`src/rtl/pipe_ctrl_pkg.sv`:
```
// Shared types for the pipeline stall/flush controller.
// Contents:
//   pctl_state_t : controller FSM state encoding
//   pipe_en_t    : bundle of per-stage write-enable and flush controls
//   PIPE_*       : canned control bundles for the common cases
//   run_rules    : control bundle when the MEM stage is not blocking
package pipe_ctrl_pkg;

    typedef enum logic [1:0] {INIT, RUN, MEMWAIT, ERROR} pctl_state_t;

    typedef struct packed {
        logic pc_wr;
        logic ifid_wr;
        logic idex_wr;
        logic exmem_wr;
        logic memwb_wr;
        logic ifid_fl;
        logic idex_fl;
        logic memwb_fl;
    } pipe_en_t;

    localparam pipe_en_t PIPE_RUN    = '{1'b1, 1'b1, 1'b1, 1'b1, 1'b1, 1'b0, 1'b0, 1'b0};
    // Everything up to EX/MEM holds; MEM/WB takes a bubble while memory is busy.
    localparam pipe_en_t PIPE_FREEZE = '{1'b0, 1'b0, 1'b0, 1'b0, 1'b1, 1'b0, 1'b0, 1'b1};
    localparam pipe_en_t PIPE_INIT   = '{1'b0, 1'b1, 1'b1, 1'b1, 1'b1, 1'b1, 1'b1, 1'b0};
    localparam pipe_en_t PIPE_HALT   = '{1'b0, 1'b0, 1'b0, 1'b0, 1'b0, 1'b0, 1'b0, 1'b0};

    // A redirect squashes the instruction that would have stalled, so it wins over hazard.
    function automatic pipe_en_t run_rules(input logic redirect, input logic hazard);
        pipe_en_t en;
        en = PIPE_RUN;
        if (redirect) begin
            en.ifid_fl = 1'b1;
            en.idex_fl = 1'b1;
        end else if (!hazard) begin
            en.pc_wr   = 1'b0;
            en.ifid_wr = 1'b0;
            en.idex_fl = 1'b1;
        end
        return en;
    endfunction

endpackage

```
`src/rtl/pipeline_stall_ctrl_sat_counter.sv`:
```
// Saturating up-counter used for performance statistics.
// Ports:
//   clk   : rising-edge clock
//   reset : synchronous active-high clear
//   inc   : count one event this cycle
//   count : current value; holds at all-ones
module sat_counter #(
    parameter int CNT_W = 32
) (
    input  logic             clk,
    input  logic             reset,
    input  logic             inc,
    output logic [CNT_W-1:0] count
);

    always_ff @(posedge clk) begin
        if (reset) begin
            count <= '0;
        end else if (inc && (count != '1)) begin
            count <= count + 1'b1;
        end
    end

endmodule

```
`src/rtl/pipeline_stall_ctrl.sv`:
```
// Pipeline stall/flush controller: consumes load-use hazard, EX redirect and
// data-memory ready, and drives per-stage write enables and flushes. Also
// sequences post-reset warm-up, memory waits and a memory-timeout trap.
// Ports:
//   clk, reset            : clock, synchronous active-high reset
//   hazard                : 0 = load-use stall request
//   PCSrcEX               : redirect taken in EX
//   MemAccessMEM          : MEM stage holds a load/store
//   dmem_ready            : data memory completes the access this cycle
//   PCWrite..MEMWBWrite   : stage load enables
//   IFIDFlush..MEMWBFlush : stage bubble inserts
//   mem_timeout           : sticky memory-timeout flag
//   stall_cnt, flush_cnt  : saturating perf counters
//
// state   | meaning
// INIT    | warm-up bubbles after reset, PC held
// RUN     | normal operation, hazard/redirect handling
// MEMWAIT | data memory busy, front of pipe frozen
// ERROR   | memory timed out, pipeline halted until reset
module pipeline_stall_ctrl
    import pipe_ctrl_pkg::*;
#(
    parameter int INIT_CYCLES = 2,
    parameter int TIMEOUT     = 16,
    parameter int CNT_W       = 32
) (
    input  logic             clk,
    input  logic             reset,
    input  logic             hazard,
    input  logic             PCSrcEX,
    input  logic             MemAccessMEM,
    input  logic             dmem_ready,
    output logic             PCWrite,
    output logic             IFIDWrite,
    output logic             IDEXWrite,
    output logic             EXMEMWrite,
    output logic             MEMWBWrite,
    output logic             IFIDFlush,
    output logic             IDEXFlush,
    output logic             MEMWBFlush,
    output logic             mem_timeout,
    output logic [CNT_W-1:0] stall_cnt,
    output logic [CNT_W-1:0] flush_cnt
);

    localparam int INIT_W = (INIT_CYCLES > 1) ? $clog2(INIT_CYCLES) : 1;
    localparam int WAIT_W = (TIMEOUT > 0) ? $clog2(TIMEOUT + 1) : 1;
    localparam logic [INIT_W-1:0] INIT_LOAD  = INIT_W'(INIT_CYCLES - 1);
    localparam logic [WAIT_W-1:0] WAIT_LIMIT = WAIT_W'(TIMEOUT);

    pctl_state_t       state, state_nxt;
    logic [INIT_W-1:0] init_cnt, init_cnt_nxt;
    logic [WAIT_W-1:0] wait_cnt, wait_cnt_nxt;
    logic              timeout_q, timeout_nxt;
    pipe_en_t          en;
    logic              stall_inc;
    logic              flush_inc;

    always_ff @(posedge clk) begin
        state     <= state_nxt;
        init_cnt  <= init_cnt_nxt;
        wait_cnt  <= wait_cnt_nxt;
        timeout_q <= timeout_nxt;
    end

    // Reset is folded in here so the outputs show INIT values during reset
    // regardless of the state being left.
    always_comb begin
        en           = PIPE_RUN;
        state_nxt    = state;
        init_cnt_nxt = init_cnt;
        wait_cnt_nxt = wait_cnt;
        timeout_nxt  = timeout_q;
        flush_inc    = 1'b0;
        if (reset) begin
            en           = PIPE_INIT;
            state_nxt    = INIT;
            init_cnt_nxt = INIT_LOAD;
            wait_cnt_nxt = '0;
            timeout_nxt  = 1'b0;
        end else begin
            case (state)
                INIT: begin
                    en = PIPE_INIT;
                    if (init_cnt == '0) state_nxt = RUN;
                    else                init_cnt_nxt = init_cnt - 1'b1;
                end
                RUN: begin
                    if (MemAccessMEM && !dmem_ready) begin
                        en           = PIPE_FREEZE;
                        wait_cnt_nxt = WAIT_W'(1);
                        state_nxt    = MEMWAIT;
                    end else begin
                        en        = run_rules(PCSrcEX, hazard);
                        flush_inc = PCSrcEX;
                    end
                end
                MEMWAIT: begin
                    if (!dmem_ready) begin
                        en = PIPE_FREEZE;
                        if (wait_cnt != '1) wait_cnt_nxt = wait_cnt + 1'b1;
                        if ((TIMEOUT != 0) && (wait_cnt == WAIT_LIMIT)) begin
                            state_nxt   = ERROR;
                            timeout_nxt = 1'b1;
                        end
                    end else begin
                        en        = run_rules(PCSrcEX, hazard);
                        flush_inc = PCSrcEX;
                        state_nxt = RUN;
                    end
                end
                ERROR:   en = PIPE_HALT;
                default: state_nxt = INIT;
            endcase
        end
        stall_inc = !reset && ((state == RUN) || (state == MEMWAIT)) && !en.pc_wr;
    end

    assign PCWrite     = en.pc_wr;
    assign IFIDWrite   = en.ifid_wr;
    assign IDEXWrite   = en.idex_wr;
    assign EXMEMWrite  = en.exmem_wr;
    assign MEMWBWrite  = en.memwb_wr;
    assign IFIDFlush   = en.ifid_fl;
    assign IDEXFlush   = en.idex_fl;
    assign MEMWBFlush  = en.memwb_fl;
    assign mem_timeout = timeout_q;

    sat_counter #(.CNT_W(CNT_W)) u_stall_cnt (
        .clk   (clk),
        .reset (reset),
        .inc   (stall_inc),
        .count (stall_cnt)
    );

    sat_counter #(.CNT_W(CNT_W)) u_flush_cnt (
        .clk   (clk),
        .reset (reset),
        .inc   (flush_inc),
        .count (flush_cnt)
    );

endmodule

```
`config.mk`:
```
export PLATFORM = sky130hd
export DESIGN_NAME = pipeline_stall_ctrl
export DESIGN_NICKNAME = d
export VERILOG_FILES = /design/src/rtl/pipe_ctrl_pkg.sv /design/src/rtl/pipeline_stall_ctrl_sat_counter.sv /design/src/rtl/pipeline_stall_ctrl.sv
export SDC_FILE = /design/constraint.sdc
export NUM_CORES = 1
export LEC_CHECK = 0
export ABC_AREA = 1
export CAP_MARGIN = 20
export CORE_MARGIN = 10
export CORE_UTILIZATION = 45
export DETAILED_ROUTE_END_ITERATION = 10
export GPL_TIMING_DRIVEN = 0
export HOLD_SLACK_MARGIN = 0.03
export PLACE_DENSITY = 0.8
export SLEW_MARGIN = 25
export SYNTH_ARGS = -nofsm -noshare
export SYNTH_HDL_FRONTEND = slang
export SYNTH_HIERARCHICAL = 1
export SYNTH_SLANG_ARGS = --single-unit
```
`constraint.sdc`:
```
create_clock -name clk -period 3.4 [get_ports clk]
set_clock_uncertainty 0.2 [all_clocks]
set_input_delay 0.68 -clock clk [delete_from_list [all_inputs] [get_ports clk]]
set_output_delay 0.68 -clock clk [all_outputs]
set_load 0.01 [all_outputs]
```
; Word-level counts from Yosys, hierarchy flattened
; Cells that the tools add are included.
[totals]
reg_bits = 73
wordCells = 61
[op_classes]
add_sub_neg = 4
eq_ne = 12
n_mux = 23
bitwise = 1
reduce_logical = 15
[ops]
columns = cell, count
row1 = $add 32x1->32 const B, 2
row2 = $ne 32x32->1 const B, 2
row3 = $pmux 8 s4, 1
row4 = $mux 8, 3
row5 = $mux 5, 3
row6 = $mux 2, 6
row7 = $pmux 5 s2, 1
row8 = $ne 2x2->1 const B, 4
row9 = $reduce_and 4->1, 2
row10 = $mux 1, 7
row11 = $pmux 2 s3, 1
row12 = $add 5x1->5 const B, 1
row13 = $eq 5x5->1 const B, 1
row14 = $logic_and 1x1->1, 5
row15 = $ne 5x5->1 const B, 1
row16 = $eq 2x2->1 const B, 2
row17 = $logic_not 1->1, 3
row18 = $ne 3x3->1 const B, 1
row19 = $reduce_and 3->1, 1
row20 = $reduce_bool 3->1, 1
row21 = $eq 2x1->1 const B, 1
row22 = $logic_not 2->1, 1
row23 = $pmux 1 s2, 1
row24 = $reduce_bool 2->1, 1
row25 = other kinds (3), 3

; Depth between registers and ports, before layout
[logic_depth]
ltp_word = 8
depth_mapped = 17
ltp_nobuf = 16

; By module
; Netlist, hierarchy kept.
[by_module_without_submodules]
columns = module, n_inst, cells_per_inst, area_each_um2, seq_area_each_um2
row1 = sat_counter at u_flush_cnt, 1, 324, 2062.0, 640.6
row2 = sat_counter at u_stall_cnt, 1, 326, 2050.7, 640.6
row3 = pipeline_stall_ctrl, 1, 106, 729.4, 180.2

; Worst setup path before layout
; No wires, ideal clock.
[synth_path]
path_type = register to register
from = register state[0]
to = register u_stall_cnt.count[25]
setup_ns = 0.115
t_arrival_ns = 2.214
t_required_ns = 3.085
setup_slack_ns = 0.871
path_stages_with_launch = 18
synth_period_minus_slack_ns = 2.529
path_cell_list = dfxtp_1 > inv_1 > ha_1 > nand2_1 > inv_1 > a21oi_2 > a21oi_2 > a21oi_1 > buf_4 > inv_1 > nor2_2 > nand2_1 > inv_2 > nand2_1 > nor2_1 > nand3_1 > nand2_1 > nor2_1
[synth_via]
elab_chain_cells = 6
[synth_lines]
columns = element, line_no
row1 = start: declaration, pipeline_stall_ctrl.sv:51  ; pctl_state_t state, state_nxt;
row2 = start signal: assignment, pipeline_stall_ctrl.sv:60  ; state <= state_nxt;
row3 = "$eq 2x2->1, or another cell as far along", pipeline_stall_ctrl.sv:82  ; case (state)
row4 = $pmux 8 s4, pipeline_stall_ctrl.sv:82
row5 = $mux 8, pipeline_stall_ctrl.sv:75  ; if (reset) begin
row6 = $logic_not 1->1, pipeline_stall_ctrl.sv:116  ; stall_inc = !reset && ((state == RUN) || (state == MEMWAIT)) && !en.pc_wr;
row7 = $logic_and 1x1->1 *, pipeline_stall_ctrl.sv:116
row8 = net stall_inc, pipeline_stall_ctrl.sv:56  ; logic stall_inc;
row9 = $logic_and 1x1->1 *, pipeline_stall_ctrl_sat_counter.sv:19  ; end else if (inc && (count != '1)) begin
row10 = end signal: assignment, pipeline_stall_ctrl_sat_counter.sv:20  ; count <= count + 1'b1;
row11 = end: declaration, pipeline_stall_ctrl_sat_counter.sv:13  ; output logic [CNT_W-1:0] count
; Mark *: on every way through the listed nets, which the timed path passes. The rest lies on a longest branch.
; A chain may end at the register's enable or synchronous reset.

; Worst setup path after layout
[layout_path]
from = register state[0]
to = output IDEXWrite
[layout_via]
elab_chain_cells = 3
[layout_lines]
columns = element, line_no
row1 = "$eq 2x2->1, or another cell as far along", pipeline_stall_ctrl.sv:82
row2 = $pmux 8 s4 *, pipeline_stall_ctrl.sv:82
row3 = $mux 8 *, pipeline_stall_ctrl.sv:75
row4 = end: declaration, pipeline_stall_ctrl.sv:35  ; output logic IDEXWrite,
; Mark *: on every way between the ends. The rest lies on a longest branch, timed or not.

==> impl_results.md <==
- Root buf cell: clkbuf_8
- H-tree depth: 3
- LEAKAGE: 2.46 nW
- Placed Instances: 970
- Unique masters post-synth: 36
- Num CTS Buffers: 9
- CP cell instances: inv_1, ha_1, nand2_1, inv_1, a21oi_4, nand2_1, buf_4, clkdlybuf4s50_1
- RD Place Congestion: 0.937
- Final Util: 57.5%
- Critical path capture point type: primary output
- Synth Register Bits: 73
- Residual DRC count: 0
- WL/cell: 13.3 microns
- Path depth of the worst reg2reg path: 15
- Rel. slew slack: 61.7%
- Ys Warns: 6
- Max-slew violations: 0
- Worst Path Max Fanout: 6
- Clock sinks: 73
- Final Total Pwr: 0.00209 W
- Largest net degree at the start of global routing: 18
- ANT nets after route: 0
- Via count: 5,029
- Initial antenna violation count: 0
- Synthesized instance count: 756
- R2R Path Start: state[0]
- Nets@finish: 863
- Clock Path Buffers: 2
- Clk pin slew, worst setup/hold paths: 0.07 ns
- Drt total wl: 13.1 mm
- I/O pin count: 79
- Rows: 37
- WP data arrival: 2.32 ns
- Hold crit path type: flop to flop
- Final Hold Viols: 0
- Drt pass-1 iters: 6
- Peak VDD IR: 0.197 mV
- TritonCTS clock tree: done
- HPWL after DPL: 9.96 mm
- WP buf/inv: 4
- Worst Hold End: mem_timeout
- Hold Crit Depth: 1
- Total grt overflow: 0
- Seq/Total Area, Yosys: 30.2%
- Final Cycle Share: 94.2%
- Post-CTS setup buffers: 0
- FF-to-FF setup slack: 0.40 ns
- Status: complete, no violations
- Most used DFF post-synth: dfxtp_1
- Synth top area cells: dfxtp_1 (30%), nand2_1 (15%), nor2_1 (12%), nand3_1 (5.7%), inv_1 (5.3%)
- Die Area: 0.0153 sq mm
- Worst-Skew Late Latency: 0.35 ns
- Final Critical Period: 3.20 ns
- Area added between synthesis and finish: 23.7%
- Core Area: 0.0104 sq mm
- Worst path slowest cell: clkdlybuf4s50_1
- Reg2reg end: u_flush_cnt/count[25]
- Synth Area per Inst: 6.40 sq um
- Vias/cell: 5.10
- Global-route wire length before repair: 21.7 mm
- Setup violations, final: 0
- Port Buf Inserts: 78
- Post-synth ARST share: 0%
- GRT Util Overall: 17.2%
- Pwr per Cell Area: 348 mW/mm^2
- Die Y: 124 microns
- Crit path max-delay family: buffers and inverters
- CTS hold repair buffers: 0
- Setup TNS Final: 0 ns
- Vias in the first global route: 4,559
- Crit start category: flop
- RSZ-0062 raised after global routing: no
- Post-Syn Area: 0.00484 sq mm
- DRT iter0 DRCs: 464
- Die X-Extent: 124 microns
- Post-synth EDFFs: 0
- Min-delay src: mem_timeout
- Slew @ Worst Pin: 0.572 ns
- CP required: 2.52 ns
- Syn_nets: 774
- Max-cap violations: 0
- CP max stage delay: 0.47 ns
- Initial core utilization: 46.5%
- Crit path kind: flop to primary output
- Leading area contributor after synthesis: dfxtp_1
- Fin cells: 986
- F_max: 0.312 GHz
- N_diodes: 0
- Post-synth top area share: 30.2%
- Ratio of cells with drive above 1 in the final layout: 12.6%
sequential cells by signal (all words and copies together) (netlist names):
register / flops
mem_timeout: 1
u_flush_cnt/count: 32
u_stall_cnt/count: 32
init_cnt: 1
wait_cnt: 5
state: 2
what timing repair did:
item	4_1_cts	5_1_grt
resized for setup	2	4
pin swaps	0	0
endpoints found under the setup margin	26	4
stage by stage:
step                setup WS (ns)  hold WS, ns  instance area, sq um
CTS                         0.106        0.267                  5990
finish                      0.197        0.266                  5990
detailed placement         -0.792        0.254                  5790
global placement           -0.775        0.246                  5790
global route               0.0348        0.292                  5990
floorplan                   0.871        0.231                  4840
synthesized netlist by cell type (3+ instances only):
library cell,n
nand2_1,194
nor2_1,154
dfxtp_1,73
inv_1,69
nand3_1,55
a21oi_1,47
nand4_1,25
nand2_2,15
nand3_2,15
ha_1,12
nor2_2,11
a31oi_1,10
buf_6,9
inv_2,9
nor2_4,8
nor3_1,7
nand2_4,6
o21ai_1,5
a21oi_2,4
buf_2,4
nand4_2,3
layout by cell type, fill, tap and decap left out, types with 9 or more instances in the layout:
cell type,Yosys,layout
a21oi_1,47,47
clkdlybuf4s50_1,0,76
buf_6,9,9
clkbuf_8,0,10
ha_1,12,12
dfxtp_1,73,73
nand3_1,55,55
inv_2,9,9
nor2_2,11,11
nand2_2,15,15
a31oi_1,10,10
nand3_2,15,15
nor2_1,154,154
nand2_1,194,194
nand4_1,25,25
inv_1,69,69
how the worst max path moves through the flow:
stage / from / endpoint / slack (ns) / cells past startpoint
global placement: reset / u_flush_cnt/count[25] / -0.78 / 13
CTS: reset / IFIDWrite / 0.11 / 6
finish: state[0] / IDEXWrite / 0.20 / 8
floorplan: state[0] / u_stall_cnt/count[25] / 0.87 / 17
global route: state[0] / IDEXWrite / 0.03 / 8
detailed placement: reset / u_flush_cnt/count[25] / -0.79 / 13
power by group:
| part | leakage [nW] | internal (W) | total (W) | switching [W] |
|---|---|---|---|---|
| registers | 0.589 | 0.000888 | 0.000923 | 0.0000358 |
| logic | 1.77 | 0.000196 | 0.000483 | 0.000287 |
| clock network | 0.0974 | 0.000358 | 0.000682 | 0.000324 |
logic make-up (layout without fill, tap and decap cells):
kind of cell | Yosys count | after routing | synth area share, %
AND/OR/NAND/NOR | 502 | 502 | 49.3
buffers and inverters | 97 | 191 | 9.17
flip-flops | 73 | 73 | 30.2
AO/OA/AOI/OAI | 71 | 71 | 8.11
XOR/XNOR | 1 | 1 | 0.181
adder cells (fa/ha/maj) | 12 | 12 | 3.10
routing by layer:
layer  global-route usage [%]  up-vias  wire [microns]
met5                        0        -               0
met2                     28.2      139            5950
met3                     3.57       24             973
met1                     21.8     2260            5960
met4                     6.26        0             257
li1                         -     2606               -
area by class of cell:
class / instances / area, sq um
fill: 1026 / 4420
multi-input combinational: 586 / 2950
sequential: 73 / 1460
timing repair buffer: 78 / 778
inverter: 80 / 300
tap: 136 / 170
clock buffer: 13 / 149
buffer: 17 / 144
clock inverter: 3 / 40.0
(Power assumes the default switching activity.)
